[src/rtl/frame_shift_reg.sv]
// ============================================================================
// Module   : frame_shift_reg
// Purpose  : Shift register with parallel load and WIDTH-bit left/right frame shifts.
// Revision : 1.0  initial release
// ============================================================================
`default_nettype none

module frame_shift_reg #(
  parameter int unsigned      WIDTH     = 4,
  parameter logic [WIDTH-1:0] RESET_VAL = '0
) (
  input  logic             clk,
  input  logic             rst_n,
  input  logic             start,
  input  logic [1:0]       mode,
  input  logic             din,
  input  logic [WIDTH-1:0] pdin,
  output logic [WIDTH-1:0] q,
  output logic             pop,
  output logic             busy,
  output logic             done
);

  localparam int c_CW = $clog2(WIDTH + 1);
  localparam logic [c_CW-1:0] c_LAST = c_CW'(WIDTH - 1);

  typedef enum logic [1:0] {
    S_IDLE  = 2'b00,
    S_SHIFT = 2'b01,
    S_DONE  = 2'b10
  } state_t;

  state_t            r_state, w_state_nxt;
  logic [WIDTH-1:0]  r_q, w_q_nxt;
  logic [c_CW-1:0]   r_cnt, w_cnt_nxt;
  logic              r_dir, w_dir_nxt;

  always_ff @(posedge clk or negedge rst_n) begin
    if (!rst_n) begin
      r_state <= S_IDLE;
      r_q     <= RESET_VAL;
      r_cnt   <= '0;
      r_dir   <= 1'b0;
    end else begin
      r_state <= w_state_nxt;
      r_q     <= w_q_nxt;
      r_cnt   <= w_cnt_nxt;
      r_dir   <= w_dir_nxt;
    end
  end

  always_comb begin
    w_state_nxt = r_state;
    w_q_nxt     = r_q;
    w_cnt_nxt   = r_cnt;
    w_dir_nxt   = r_dir;
    case (r_state)
      S_IDLE: begin
        if (start) begin
          if (mode == 2'b01) begin
            w_q_nxt = pdin;
          end else if (mode[1]) begin
            w_dir_nxt   = mode[0];
            w_cnt_nxt   = '0;
            w_state_nxt = S_SHIFT;
          end
        end
      end
      S_SHIFT: begin
        w_q_nxt   = r_dir ? {din, r_q[WIDTH-1:1]} : {r_q[WIDTH-2:0], din};
        w_cnt_nxt = r_cnt + c_CW'(1);
        // Counter still shows the pre-increment count: this edge is shift number WIDTH.
        if (r_cnt == c_LAST) begin
          w_state_nxt = S_DONE;
        end
      end
      S_DONE:  w_state_nxt = S_IDLE;
      default: w_state_nxt = S_IDLE;
    endcase
  end

  assign q    = r_q;
  assign pop  = r_dir ? r_q[0] : r_q[WIDTH-1];
  assign busy = (r_state == S_SHIFT);
  assign done = (r_state == S_DONE);

endmodule

`default_nettype wire

[config.mk]
export PLATFORM = sky130hd
export DESIGN_NAME = frame_shift_reg
export DESIGN_NICKNAME = d
export VERILOG_FILES = /design/src/rtl/frame_shift_reg.sv
export SDC_FILE = /design/constraint.sdc
export NUM_CORES = 1
export LEC_CHECK = 0
export CORE_AREA = 4 4 41 43
export DETAILED_ROUTE_END_ITERATION = 12
export DIE_AREA = 0 0 45 47
export PLACE_DENSITY = 0.81
export SYNTH_ARGS = -nofsm -noshare
export SYNTH_HDL_FRONTEND = slang
export SYNTH_SLANG_ARGS = --single-unit
export TNS_END_PERCENT = 100
[constraint.sdc]
create_clock -name clk -period 3.8 [get_ports clk]
set_clock_uncertainty 0.2 [all_clocks]
set_input_delay 1.14 -clock clk [delete_from_list [all_inputs] [get_ports clk]]
set_output_delay 1.14 -clock clk [all_outputs]
set_load 0.03 [all_outputs]
==> summary.md <==
| Metric | Value |
|---|---|
| Hold violation count in the final report | `0` |
| Fraction of the cycle the final worst path needs | `0.810` |
| Area share of xor/xnor cells in the synthesized design | `0` |
| Core area | `1300 sq um` |
| Total nets after synthesis | `64` |
| Proportion of synthesized chip area in sequential cells | `0.469` |
| Synth warnings | `0` |
| Deepest clock path buffer count | `2` |
| Post-route worst setup slack | `0.722 ns` |
| Pleak | `0.000309 uW` |
| Gate count of the mapped netlist | `52` |
| Netlist cell types | `17` |
| Total setup violations reported at the end of the flow | `0` |
| CP cell instances | `nand2b_2, inv_1, clkdlybuf4s50_1` |
| I/O pin cnt | `17` |
| Least-Margin Pin Slew | `0.450 ns` |
| Unrepaired setup endpoints after global routing | `no` |
| Number of remaining DRC errors | `0` |
| Met1 Resource Use GR | `0.160` |
| Fmax | `0.325 GHz` |
| Mean routed wirelength per cell | `13.7 microns` |
| Area after detailed placement | `707 sq um` |
| Critical path's top delay family | `buffers and inverters` |
| Effective utilization at floorplan | `0.410` |
| Fraction of the mapped netlist area in simple logic gates | `0.110` |
| DRT Wirelength | `1180 microns` |
| Multiplexer area fraction after synthesis | `0.148` |
| CTS Hold Bufs | `0` |
| Layout overhead on the synthesized area | `39.4%` |
| Filler Cells Inserted | `122` |
| Setup TNS | `0 ns` |
| Port Buffer Count | `16` |
| Delay contributed by the slowest stage of the critical path | `0.67 ns` |
| Compound-Gate Fraction of Synth Area | `0.188` |
| Required @ worst endpoint | `2.46 ns` |
| Main combinational cell family by area after synthesis | `compound AO/OA/AOI/OAI gates` |
| Inserted Clock Buffers | `3` |
| Antenna cells | `0` |
| Synthesized-area fraction occupied by adder cells | `0.0469` |
| Number of global-route vias before repair | `473` |
| Insertion delay to the later sink of the worst-skew pair | `0.26 ns` |
| Cell at the slowest stage of the critical path | `sky130_fd_sc_hd__clkdlybuf4s50_1` |
| Highest-utilization routing layer at the global route stage | `met2` |
| GR Util All Layers | `0.132` |
| Global-route wire length before repair | `1980 microns` |
| Net count reported at finish | `84` |
| Area of the mapped netlist | `533 sq um` |
| Detailed-routing iteration count for the pre-antenna-repair pass | `4` |
| Min-Delay Path Class | `reg2reg` |
| Sum of overflow across all layers after global routing | `0` |
| Die extent in x | `45 microns` |
| Synthesized area per cell | `10.3 sq um` |
| Antenna viol nets, final | `0` |
| Number of clock sinks | `10` |
| Share of post-route cells with drive strength above 1 | `0.169` |
| Max-slew headroom at the worst pin | `0.699` |
| Maximum fanout along the worst path | `8` |
| Pin count of the biggest net entering global routing | `11` |
| Max Cap Violations | `0` |
| Number of buffers inserted by post-CTS setup repair | `0` |
| Vertical die dimension | `47 microns` |
| Utilization of the core after routing | `0.571` |
| Worst path arrival time | `1.74 ns` |
| Setup Slack @ Placement | `1.02 ns` |
| Critical Path Source Type | `register` |
| Status | `complete, no violations` |
| Antenna violations before repair | `0` |
| Per-cell via count in the routed design | `5.65` |
| Power density over the cells | `874 nW/um^2` |
| Area enclosed by the die boundary | `2120 sq um` |
| Total number of H-tree levels | `1` |
| Min Hold Slack | `0.305 ns` |
| Time the final worst path needs with I/O delays and setup | `3.08 ns` |
| Clock transition at the register clock pins on the worst setup and hold paths after CTS | `0.07 ns` |
| Met2 track demand over resource | `0.218` |
| Initial drt markers | `7` |
| Slew Viols, Final | `0` |
| Met3 Usage GRT | `0.0307` |
| Worst setup EP type | `output pin` |
| Worst Path Class, Setup | `reg2out` |
| Number of register bits inferred by synthesis | `10` |
| Cell Rows | `13` |
| Final Wtd Congestion | `0.749` |
| Via count | `486` |
| Clock tree root driver cell | `sky130_fd_sc_hd__clkbuf_4` |
| Finished layout cell area | `743 sq um` |
| HPWL after detailed placement | `904 microns` |
| Worst IR Drop VDD | `0.428 mV` |
| Worst Path Buf+Inv | `2` |
| Post-CTS Resized | `0` |
| TritonCTS clock tree | `yes` |
[cells in the final DEF, fill, tap and decap left out, drive strengths merged, types with 2 or more instances in the layout]
cell and instances:
clkbuf 4, mux2 7, a21oi 5, clkdlybuf4s50 16, inv 4, o21ai 5, dfrtp 10, nand2 3
nor2 2, o22ai 8, ha 2
[sequential cells by signal, summed over array words and instances (netlist names)]
signal   cells
q            4
r_cnt        3
r_dir        1
r_state      2
[power by group]
group          internal (uW)  switching (uW)  total (uW)
clock network           58.2            36.7        94.9
logic                    164             175         338
registers                157            59.1         216
[area by class of cell]
cell class	count	area, sq um	area share
Tap cell	15	18.8	0.0253
Multi-Input combinational cell	37	263	0.354
Inverter	4	15.0	0.0202
Sequential cell	10	250	0.337
Clock buffer	4	36.3	0.0488
Timing Repair Buffer	16	160	0.215
[worst reg2reg max path, cell delays in order, from the launching register on]
cell and delay (ns):
sky130_fd_sc_hd__dfrtp_1 0.40, sky130_fd_sc_hd__ha_1 0.20, sky130_fd_sc_hd__ha_1 0.18, sky130_fd_sc_hd__mux2_1 0.28, sky130_fd_sc_hd__nor2_1 0.08
[path summary, 6_finish.rpt]
check | slack, ns | from | cells after the start | to
setup / recovery | 0.72 | r_state[1] | 3 | busy
hold / removal | 0.31 | r_cnt[0] | 1 | r_cnt[0]
setup reg to reg | 2.39 | r_cnt[0] | 4 | r_state[0]
hold reg to reg | 0.31 | r_cnt[0] | 1 | r_cnt[0]
max in group asynchronous | 2.10 | rst_n | 1 | r_dir
min in group asynchronous | 0.98 | rst_n | 1 | r_cnt[2]
[logic make-up (layout without fill, tap and decap cells)]
kind of cell / Yosys count / in the layout
fa+ha+maj: 2 / 2
mux: 7 / 7
simple gates: 10 / 10
compound gates: 18 / 18
buf+inv: 5 / 24
flops: 10 / 10
[synthesized netlist by cell type]
cell type / instances / area (sq um)
sky130_fd_sc_hd__and2_1: 1 / 6.26
sky130_fd_sc_hd__o22ai_1: 8 / 50.1
sky130_fd_sc_hd__inv_2: 1 / 3.75
sky130_fd_sc_hd__mux2_1: 1 / 11.3
sky130_fd_sc_hd__inv_1: 3 / 11.3
sky130_fd_sc_hd__nor2_1: 2 / 7.51
sky130_fd_sc_hd__nand2b_2: 1 / 8.76
sky130_fd_sc_hd__mux2_2: 6 / 67.6
sky130_fd_sc_hd__o21ai_0: 5 / 25.0
sky130_fd_sc_hd__nand2_1: 3 / 11.3
sky130_fd_sc_hd__nand4bb_1: 1 / 11.3
sky130_fd_sc_hd__nor3_1: 1 / 5.00
sky130_fd_sc_hd__clkbuf_2: 1 / 5.00
sky130_fd_sc_hd__ha_1: 2 / 25.0
sky130_fd_sc_hd__dfrtp_1: 10 / 250
sky130_fd_sc_hd__a21oi_1: 5 / 25.0
sky130_fd_sc_hd__and3b_1: 1 / 8.76
[per-layer routing]
layer / up-vias / wire (microns)
li1: 230 / -
met1: 232 / 500
met2: 22 / 572
met3: 2 / 99
met4: 0 / 9
met5: - / 0
[per-stage QoR]
stage / total power [uW] / std cells
3_5_place_dp: 556 / 82
3_3_place_gp: 549 / 82
2_1_floorplan: 437 / 52
6_report: 649 / 86
4_1_cts: 652 / 86
5_1_grt: 699 / 86
Note: power is estimated with default switching activity, not from simulation.
